<file path="src/rtl/ram_rmw_pkg.sv">
`default_nettype none
// ============================================================================
// Module      : ram_rmw_pkg
// Description : Shared encodings for the RAM read-modify-write master:
//               request size codes, controller states, request legality check.
// Revision    : 1.0 - initial release
// ============================================================================
package ram_rmw_pkg;

  // Request size encodings
  localparam logic [1:0] SZ_B = 2'b00;
  localparam logic [1:0] SZ_H = 2'b01;
  localparam logic [1:0] SZ_W = 2'b10;
  localparam logic [1:0] SZ_X = 2'b11;

  // Controller states
  typedef enum logic [2:0] {
    IDLE = 3'd0,
    RD   = 3'd1,
    CAP  = 3'd2,
    WR   = 3'd3,
    RESP = 3'd4
  } state_t;

  // A request is rejected when the size code is illegal or the address is
  // not naturally aligned for the access size.
  function automatic logic req_is_bad(input logic [1:0] size,
                                      input logic [1:0] addr_lo);
    logic bad;
    bad = 1'b0;
    case (size)
      SZ_B:    bad = 1'b0;
      SZ_H:    bad = addr_lo[0];
      SZ_W:    bad = (addr_lo != 2'b00);
      default: bad = 1'b1;
    endcase
    return bad;
  endfunction

endpackage
`default_nettype wire

</file>
<file path="src/rtl/ram_lane_fmt.sv">
`default_nettype none
// ============================================================================
// Module      : ram_lane_fmt
// Description : Combinational byte-lane logic. Extracts and extends load data
//               from a RAM word, and merges sub-word store data into a word.
// Revision    : 1.0 - initial release
// ============================================================================
module ram_lane_fmt
  import ram_rmw_pkg::*;
(
  input  logic [1:0]  size,
  input  logic [1:0]  addr_lo,
  input  logic        sign_ext,
  input  logic [31:0] rd_word,
  input  logic [31:0] wr_data,
  output logic [31:0] load_data,
  output logic [31:0] merge_data
);

  logic [7:0]  w_byte;
  logic [15:0] w_half;

  // Select the addressed lane of the read word
  always_comb begin
    w_byte = rd_word[{addr_lo, 3'b000} +: 8];
    w_half = rd_word[{addr_lo[1], 4'b0000} +: 16];
  end

  // Extend the selected lane; word loads pass straight through
  always_comb begin
    load_data = rd_word;
    case (size)
      SZ_B:    load_data = {{24{sign_ext & w_byte[7]}}, w_byte};
      SZ_H:    load_data = {{16{sign_ext & w_half[15]}}, w_half};
      default: load_data = rd_word;
    endcase
  end

  // Overwrite only the addressed byte(s), keep the rest of the read word
  always_comb begin
    merge_data = rd_word;
    case (size)
      SZ_B:    merge_data[{addr_lo, 3'b000} +: 8]      = wr_data[7:0];
      SZ_H:    merge_data[{addr_lo[1], 4'b0000} +: 16] = wr_data[15:0];
      default: merge_data = wr_data;
    endcase
  end

endmodule
`default_nettype wire

</file>
<file path="src/rtl/ram_rmw_master.sv">
`default_nettype none
// ============================================================================
// Module      : ram_rmw_master
// Description : Single-outstanding load/store initiator for a word-wide
//               dual-port RAM. Sub-word stores use read-modify-write; loads
//               are zero/sign extended. RAM ports decode from registered state
//               and latched request fields only.
// Revision    : 1.0 - initial release
// ============================================================================
module ram_rmw_master
  import ram_rmw_pkg::*;
#(
  parameter int DW = 32,
  parameter int AW = 12
) (
  input  logic          clk,
  input  logic          rst,
  // request channel
  input  logic          req_valid,
  output logic          req_ready,
  input  logic          req_we,
  input  logic [1:0]    req_size,
  input  logic          req_signed,
  input  logic [31:0]   req_addr,
  input  logic [31:0]   req_wdata,
  // response channel
  output logic          rsp_valid,
  input  logic          rsp_ready,
  output logic [31:0]   rsp_rdata,
  output logic          rsp_err,
  // RAM read port
  output logic          r_en,
  output logic [AW-1:0] r_addr_o,
  input  logic [DW-1:0] r_data_i,
  // RAM write port
  output logic          w_en,
  output logic [AW-1:0] w_addr_o,
  output logic [DW-1:0] w_data_o
);

  state_t        r_state;
  state_t        w_state_next;

  logic          r_we;
  logic [1:0]    r_size;
  logic          r_signed;
  logic [AW+1:0] r_addr;
  logic [DW-1:0] r_wdata;
  logic [31:0]   r_rdata;
  logic          r_err;

  logic          w_accept;
  logic          w_bad;
  logic [31:0]   w_load_data;
  logic [31:0]   w_merge_data;
  logic          w_unused_addr;

  // Upper address bits wrap and are deliberately dropped
  assign w_unused_addr = ^req_addr[31:AW+2];

  assign w_accept = req_valid && (r_state == IDLE);
  assign w_bad    = req_is_bad(req_size, req_addr[1:0]);

  // Lane extract/extend and store merge on the captured RAM word
  ram_lane_fmt u_lane_fmt (
    .size       (r_size),
    .addr_lo    (r_addr[1:0]),
    .sign_ext   (r_signed),
    .rd_word    (r_data_i),
    .wr_data    (r_wdata),
    .load_data  (w_load_data),
    .merge_data (w_merge_data)
  );

  // State register
  always_ff @(posedge clk or posedge rst) begin
    if (rst) begin
      r_state <= IDLE;
    end else begin
      r_state <= w_state_next;
    end
  end

  // Next-state decode
  always_comb begin
    w_state_next = r_state;
    case (r_state)
      IDLE: begin
        if (req_valid) begin
          if (w_bad)                              w_state_next = RESP;
          else if (req_we && (req_size == SZ_W))  w_state_next = WR;
          else                                    w_state_next = RD;
        end
      end
      RD:      w_state_next = CAP;
      CAP:     w_state_next = r_we ? WR : RESP;
      WR:      w_state_next = RESP;
      RESP:    w_state_next = rsp_ready ? IDLE : RESP;
      default: w_state_next = IDLE;
    endcase
  end

  // Latch the request on accept; capture load result or merged word in CAP
  always_ff @(posedge clk or posedge rst) begin
    if (rst) begin
      r_we     <= 1'b0;
      r_size   <= SZ_B;
      r_signed <= 1'b0;
      r_addr   <= '0;
      r_wdata  <= '0;
      r_rdata  <= '0;
      r_err    <= 1'b0;
    end else if (w_accept) begin
      r_we     <= req_we;
      r_size   <= req_size;
      r_signed <= req_signed;
      r_addr   <= req_addr[AW+1:0];
      r_wdata  <= req_wdata;
      r_rdata  <= '0;
      r_err    <= w_bad;
    end else if (r_state == CAP) begin
      if (r_we) begin
        r_wdata <= w_merge_data;
      end else begin
        r_rdata <= w_load_data;
      end
    end
  end

  // Port decode from registered state and latched fields
  always_comb begin
    req_ready = (r_state == IDLE);
    rsp_valid = (r_state == RESP);
    r_en      = (r_state == RD);
    w_en      = (r_state == WR);
    r_addr_o  = r_addr[AW+1:2];
    w_addr_o  = r_addr[AW+1:2];
    w_data_o  = r_wdata;
    rsp_rdata = r_rdata;
    rsp_err   = r_err;
  end

endmodule
`default_nettype wire

</file>
<file path="config.mk">
export PLATFORM = sky130hd
export DESIGN_NAME = ram_rmw_master
export DESIGN_NICKNAME = d
export VERILOG_FILES = /design/src/rtl/ram_rmw_pkg.sv /design/src/rtl/ram_lane_fmt.sv /design/src/rtl/ram_rmw_master.sv
export SDC_FILE = /design/constraint.sdc
export NUM_CORES = 1
export LEC_CHECK = 0
export ABC_AREA = 1
export BUFFER_PORTS_ARGS = -buffer_cell sky130_fd_sc_hd__buf_2
export CAP_MARGIN = 20
export CELL_PAD_IN_SITES_DETAIL_PLACEMENT = 1
export CELL_PAD_IN_SITES_GLOBAL_PLACEMENT = 2
export CORE_MARGIN = 5
export CORE_UTILIZATION = 26
export DETAILED_ROUTE_END_ITERATION = 10
export GPL_TIMING_DRIVEN = 0
export PLACE_DENSITY = 0.78
export RECOVER_POWER = 25
export SYNTH_ARGS = -nofsm -noshare
export SYNTH_HDL_FRONTEND = slang
export SYNTH_SLANG_ARGS = --single-unit
</file>
<file path="constraint.sdc">
create_clock -name clk -period 2.6 [get_ports clk]
set_input_delay 0 -clock clk [delete_from_list [all_inputs] [get_ports clk]]
set_output_delay 0 -clock clk [all_outputs]
set_load 0.005 [all_outputs]
</file>
==> results of run 1 <==
[where the power goes]
| part | leakage [nW] | switching, mW | internal (mW) |
|---|---|---|---|
| Sequential | 1.11 | 0.460 | 1.94 |
| Combinational | 3.18 | 3.03 | 1.91 |
| Clock | 0.150 | 0.561 | 0.871 |
| Total | 4.44 | 4.05 | 4.73 |
[metrics by stage]
| step | instances | worst slack, ns | TNS, ns | utilization | cell area, sq um |
|---|---|---|---|---|---|
| 3_5_place_dp | 1350 | -0.0301 | -0.0678 | 0.322 | 7010 |
| 4_1_cts | 1416 | 0.287 | 0 | 0.360 | 7840 |
| 6_report | 1417 | 0.280 | 0 | 0.360 | 7830 |
| 3_3_place_gp | 1349 | -1.00 | -84.92 | 0.321 | 6980 |
| 5_1_grt | 1417 | 0.0708 | 0 | 0.360 | 7830 |
| 2_1_floorplan | 891 | 0.378 | 0 | - | 5740 |
[kinds of logic after synthesis]
logic type               count (synthesis)  synth area share
adder cells (fa/ha/maj)                  5            0.0109
buffers and inverters                  146             0.130
flip-flops                              86             0.375
AO/OA/AOI/OAI                          116             0.103
AND/OR/NAND/NOR                        538             0.382
[worst min-delay path: stages]
cell	delay, ns
buf_2	0.08
nor2_1	0.04
nor2_1	0.10
nand2_1	0.06
nand2_1	0.04
[layer usage]
metal,track usage,up-vias,routed length [um]
li1,-,3202,-
met4,0.0532,0,424
met3,0.0250,22,985
met1,0.257,2900,10900
met2,0.298,140,10800
met5,0,-,0
[cells in the final DEF (no fill, tap or decap), drive strengths merged]
master,n
nand2,378
buf,223
nor2,116
o21ai,95
dfrtp,86
inv,80
dlygate4sd3,51
nand3,39
clkbuf,34
a21oi,19
ha,5
nor3,3
bufinv,2
nand4,2
diode,1
o211ai,1
o31ai,1
clkinvlp,1
[sequential cells by signal (all words and copies together) (netlist names)]
| signal | cells |
|---|---|
| rsp_rdata | 32 |
| w_data_o | 32 |
| r_addr | 14 |
| r_state | 3 |
| r_size | 2 |
| r_signed | 1 |
| r_we | 1 |
| rsp_err | 1 |
[what timing repair did]
action,CTS,global route
hold buffers,51,0
gates resized for setup,0,0
buffers inserted,0,0
setup endpoints to repair,6,0
endpoints found under the hold margin,95,0
[layout make-up]
cell class | instances | area, sq um | share of cell area
sequential | 86 | 2150 | 0.275
clock buffer | 13 | 250 | 0.0320
clock inverter | 3 | 67.6 | 0.00863
multi-input combinational | 659 | 2840 | 0.363
buffer | 65 | 440 | 0.0563
timing repair buffer | 230 | 1420 | 0.181
antenna | 1 | 2.50 | 0.000320
tap | 280 | 350 | 0.0448
inverter | 80 | 303 | 0.0387
[worst max-delay path by stage]
stage	start	to	slack (ns)	cells past startpoint
6_report	r_addr[1]	w_data_o[26]	0.28	11
5_1_grt	r_addr[1]	w_data_o[24]	0.07	11
4_1_cts	r_addr[1]	w_data_o[26]	0.29	11
3_5_place_dp	r_addr[1]	w_data_o[26]	-0.03	12
3_3_place_gp	rst	w_data_o[31]	-1.0	2
2_1_floorplan	rst	r_addr[0]	0.38	1
==> results.yml, run 1 <==
outcome:
  status: "complete, but fails checks"
  violations: "hold timing, capacitance limit, slew limit"
synthesis:
  syn_area_sq_um: 5740
  ys.flop_type: "dfrtp_1"
  syn_avg_cell_area_sq_um: 6.44
  synth.distinct_cells: 31
  yosysMostFrequentCell: "nand2_1"
  syn_inst: 891
  synth_edf_count: 0
  syn-num-nets: 1000
  synth_top_cell_by_area: "dfrtp_1"
  ys_top_cells_by_count: "nand2_1, nor2_1, o21ai_0, dfrtp_1, inv_1"
  netlist_top_cells_area: "dfrtp_1, nand2_1, o21ai_0"
  ys_seq_area_frac: 0.375
  netlist.area_leader.share: 0.375
  synth.ff_latch_count: 86
  synth-async-reset-ratio: 1.00
  yosys_warnings: 0
setup_path:
  cp_top_family: "buffers and inverters"
  required_ns: 2.84
  startpoint_type: "register"
  cpMostUsedCell: "nand2_1"
  r2r-start: "r_addr[1]"
  max_stage_delay_ns: 0.41
  r2r_setup_slack_ns: 0.28
  reg2reg_depth: 11
  r2r_end: "w_data_o[26]"
  critPathBufInv: 3
  cp_slowest_cell: "dfrtp_1"
  critPathCaptureType: "register"
  path_cells: "buf_2, inv_2, ha_1, clkbuf_1, nor2_1, nand2_1, nor2_1, o21ai_0, nand2_1, nand2_1, nand2_1"
  cp_max_fo: 19
  crit_type: "reg -> reg"
  worstPathArrival_ns: 2.56
cells_and_area:
  area_delta_synth_final_pct: 36.3
  nets: 1240
  drive_above_1_share: 0.230
  fillers: 2888
global_routing:
  grt_pass1_vias: 6447
  antenna_found_initial: 1
  gr-total-overflow: 0
  grt.total_usage: 0.184
  grt_first_pass_wirelength_mm: 35.9
  grt_max_degree: 46
timing:
  min_period_ns: 2.32
  finalCritPeriodShare: 0.892
  finalHoldViolCount: 1
  final_max_slew_viol_count: 45
  finalClockSkew_ns: 0.00765
  hold_slack_ns: -0.000904
  slew_headroom: -0.198
  worstMarginPinSlew_ns: 1.80
  fmax_mhz: 431
  setup_violations: 0
  rsz0062_at_grt: "false"
min_path:
  worstHoldEndpoint: "w_data_o[15]"
  hold_path_class: "in -> reg"
  worstHoldStart: "req_wdata[15]"
  whs_path_depth: 5
pwr:
  p_leak_nw: 4.44
  max-vdd-ir-drop_mv: 0.323
  power_density_nw_per_um2: 1120
  total_power_mw: 8.78
detailed_routing:
  vias: 6264
  vias_per_cell: 4.42
  drc_errors: 0
  drtIter0Drc: 360
  wirelength_mm: 23.1
  wl_per_cell_um: 16.3
  firstDrtPassIters: 4
  drtAntennaViolNets: 0
cts:
  worstSkewPairLatency_ns: 0.35
  clk_pin_slew_worst_paths_ns: 0.07
  h-tree-depth: 3
  cts_sinks: 86
  cts_root_buf: "clkbuf_16"
  cts_buffers: 9
  ctsLongestPathBuffers: 2
  tritoncts: "done"
floorplan:
  dieArea_sq_um: 25200
  die_x_um: 159
  rows: 54
  io_pins: 197
  die_y_um: 159
  start_util: 0.264
  coreArea_sq_um: 21800
placed_design:
  dp_hpwl_mm: 18.5
  place_congestion: 0.865
  port_buffers: 178
job:
  drv_cap: 1
No activity file was read; power rests on OpenSTA's default activity.
==> run 2, diff against run 1 <==
--- a/config.mk
+++ b/config.mk
@@ -11,11 +11,11 @@
 export CELL_PAD_IN_SITES_DETAIL_PLACEMENT = 1
 export CELL_PAD_IN_SITES_GLOBAL_PLACEMENT = 2
 export CORE_MARGIN = 5
-export CORE_UTILIZATION = 26
+export CORE_UTILIZATION = 28
 export DETAILED_ROUTE_END_ITERATION = 10
 export GPL_TIMING_DRIVEN = 0
-export PLACE_DENSITY = 0.78
-export RECOVER_POWER = 25
+export PLACE_DENSITY = 0.83
+export RECOVER_POWER = 100
 export SYNTH_ARGS = -nofsm -noshare
 export SYNTH_HDL_FRONTEND = slang
 export SYNTH_SLANG_ARGS = --single-unit
==> constraint.sdc (replaced) <==
create_clock -name clk -period 2.7 [get_ports clk]
set_input_delay 0 -clock clk [delete_from_list [all_inputs] [get_ports clk]]
set_output_delay 0 -clock clk [all_outputs]
set_load 0.005 [all_outputs]
==> run 2 against run 1 <==
Effect of this change: the flow still finishes with violations (hold timing, capacitance limit, slew limit); power fell by 5.9%; register-to-register slack improved by 0.09 ns; clock skew rose by 0.0012 ns; final cell count fell by 1.3%; highest routed layer unchanged; first-iteration DRC count fell by 12%; clock power fell by 8%.
==> results.yml, run 2 (synthesis results as in run 1) <==
outcome:
  status: "complete, but fails checks"
  violations: "hold timing, capacitance limit, slew limit"
global_routing:
  antenna_found_initial: 0
  grt.total_usage: 0.191
  grt_pass1_vias: 6387
  gr-total-overflow: 0
  grt_first_pass_wirelength_mm: 35.6
  grt_max_degree: 49
job:
  drv_cap: 1
min_path:
  hold_path_class: "in -> reg"
  whs_path_depth: 5
  worstHoldStart: "req_wdata[26]"
floorplan:
  io_pins: 197
  coreArea_sq_um: 20200
  die_y_um: 153
  die_x_um: 153
  start_util: 0.284
  dieArea_sq_um: 23500
  rows: 52
timing:
  min_period_ns: 2.33
  finalClockSkew_ns: 0.00888
  fin_ws_ns: 0.368
  setup_violations: 0
  worstMarginPinSlew_ns: 1.76
  finalHoldViolCount: 1
  fmax_mhz: 429
  finalCritPeriodShare: 0.864
  hold_slack_ns: -0.00590
  final_max_slew_viol_count: 40
  rsz0062_at_grt: "false"
  slew_headroom: -0.178
detailed_routing:
  firstDrtPassIters: 4
  drc_errors: 0
  drtAntennaViolNets: 0
  wirelength_mm: 22.8
  drtIter0Drc: 318
  wl_per_cell_um: 16.3
  vias_per_cell: 4.47
  vias: 6251
setup_path:
  cpMostUsedCell: "nand2_1"
  cp_slowest_cell: "clkbuf_1"
  startpoint_type: "register"
  critPathCaptureType: "register"
  required_ns: 2.95
  reg2reg_depth: 9
  path_cells: "nor2_1, nand3_1, clkbuf_1, clkbuf_1, o21ai_0, inv_1, nand2_1, nand2_1, nand2_1"
  startpoint: "r_state[0]"
  cp_max_fo: 10
  worstPathArrival_ns: 2.58
  max_stage_delay_ns: 0.59
  crit_type: "reg -> reg"
  r2r-start: "r_state[0]"
cts:
  worstSkewPairLatency_ns: 0.36
  clk_pin_slew_worst_paths_ns: 0.06
  cts_root_buf: "clkbuf_16"
  cts_buffers: 9
  ctsLongestPathBuffers: 2
  h-tree-depth: 3
  tritoncts: "done"
  cts_sinks: 86
  cts_resized: 0
cells_and_area:
  layout_common_cells: "nand2_1, buf_2, nor2_1, o21ai_0, dfrtp_1"
  nets: 1234
  layout_commonest_cell: "nand2_1"
  fin_cells: 1399
  drive_above_1_share: 0.190
  area_delta_synth_final_pct: 33.0
  utilization: 0.378
  n_antenna_cell: 0
placed_design:
  port_buffers: 178
  place_inst: 1340
  place_ws_ns: 0.0382
  place_congestion: 0.855
  dp_hpwl_mm: 18.1
pwr:
  p_leak_nw: 4.23
  power_density_nw_per_um2: 1080
  max-vdd-ir-drop_mv: 0.344
  total_power_mw: 8.26
run 2: changes by cell type in the layout (fill, tap and decap cells not counted), moves of 2 or more:
cell,change
dlygate4sd3_1,-6
clkbuf_1,+42
buf_6,-2
buf_4,-23
buf_2,-43
clkbuf_4,+24
run 2: worst max-delay path: cells and delay by family, from the launching register on:
kind / cells / cell delay [ns]
AO/OA/AOI/OAI: 1 / 0.18
buffers and inverters: 3 / 1.17
flip-flops: 1 / 0.44
AND/OR/NAND/NOR: 5 / 0.45
run 2: report_power, final:
part           leakage (nW)  switching (mW)  internal [mW]  total (mW)
sequential             1.11           0.452           1.87        2.32
clock                 0.149           0.542          0.764        1.31
combinational          2.98            2.91           1.72        4.63
run 2: final timing paths:
check,end,slack (ns)
setup / recovery,w_data_o[15],0.37
hold / removal,w_data_o[26],-0.006
setup reg to reg,w_data_o[15],0.37
hold reg to reg,rsp_rdata[26],0.47
max in group asynchronous,w_data_o[14],0.59
min in group asynchronous,rsp_rdata[21],0.63
run 2: metrics by stage:
step	setup TNS [ns]	area, sq um
floorplan	0	5740
global placement	-66.24	6970
detailed placement	0	7000
CTS	0	7750
global route	0	7640
finish	0	7640
run 2: cell type report:
| cell class | count | area [sq um] |
|---|---|---|
| Buffer | 65 | 419 |
| Clock buffer | 12 | 256 |
| Clock inverter | 3 | 43.8 |
| Fill cell | 2693 | 12600 |
| Inverter | 80 | 304 |
| Multi-Input combinational cell | 659 | 2830 |
| Sequential cell | 86 | 2150 |
| Tap cell | 270 | 338 |
| Timing Repair Buffer | 224 | 1290 |
run 2: layer usage:
layer  global-route usage  up-vias  share of wire
met3               0.0243       19          0.038
li1                     -     3181              -
met1                0.268     2911           0.47
met2                0.312      140           0.47
met4               0.0496        0          0.015
met5                    0        -              0
run 2: what timing repair did:
action / 4_1_cts / 5_1_grt
hold buffers: 45 / 0
setup buffers: 0 / 0
endpoints found under the hold margin: 83 / 0
setup endpoints to repair: 0 / 31
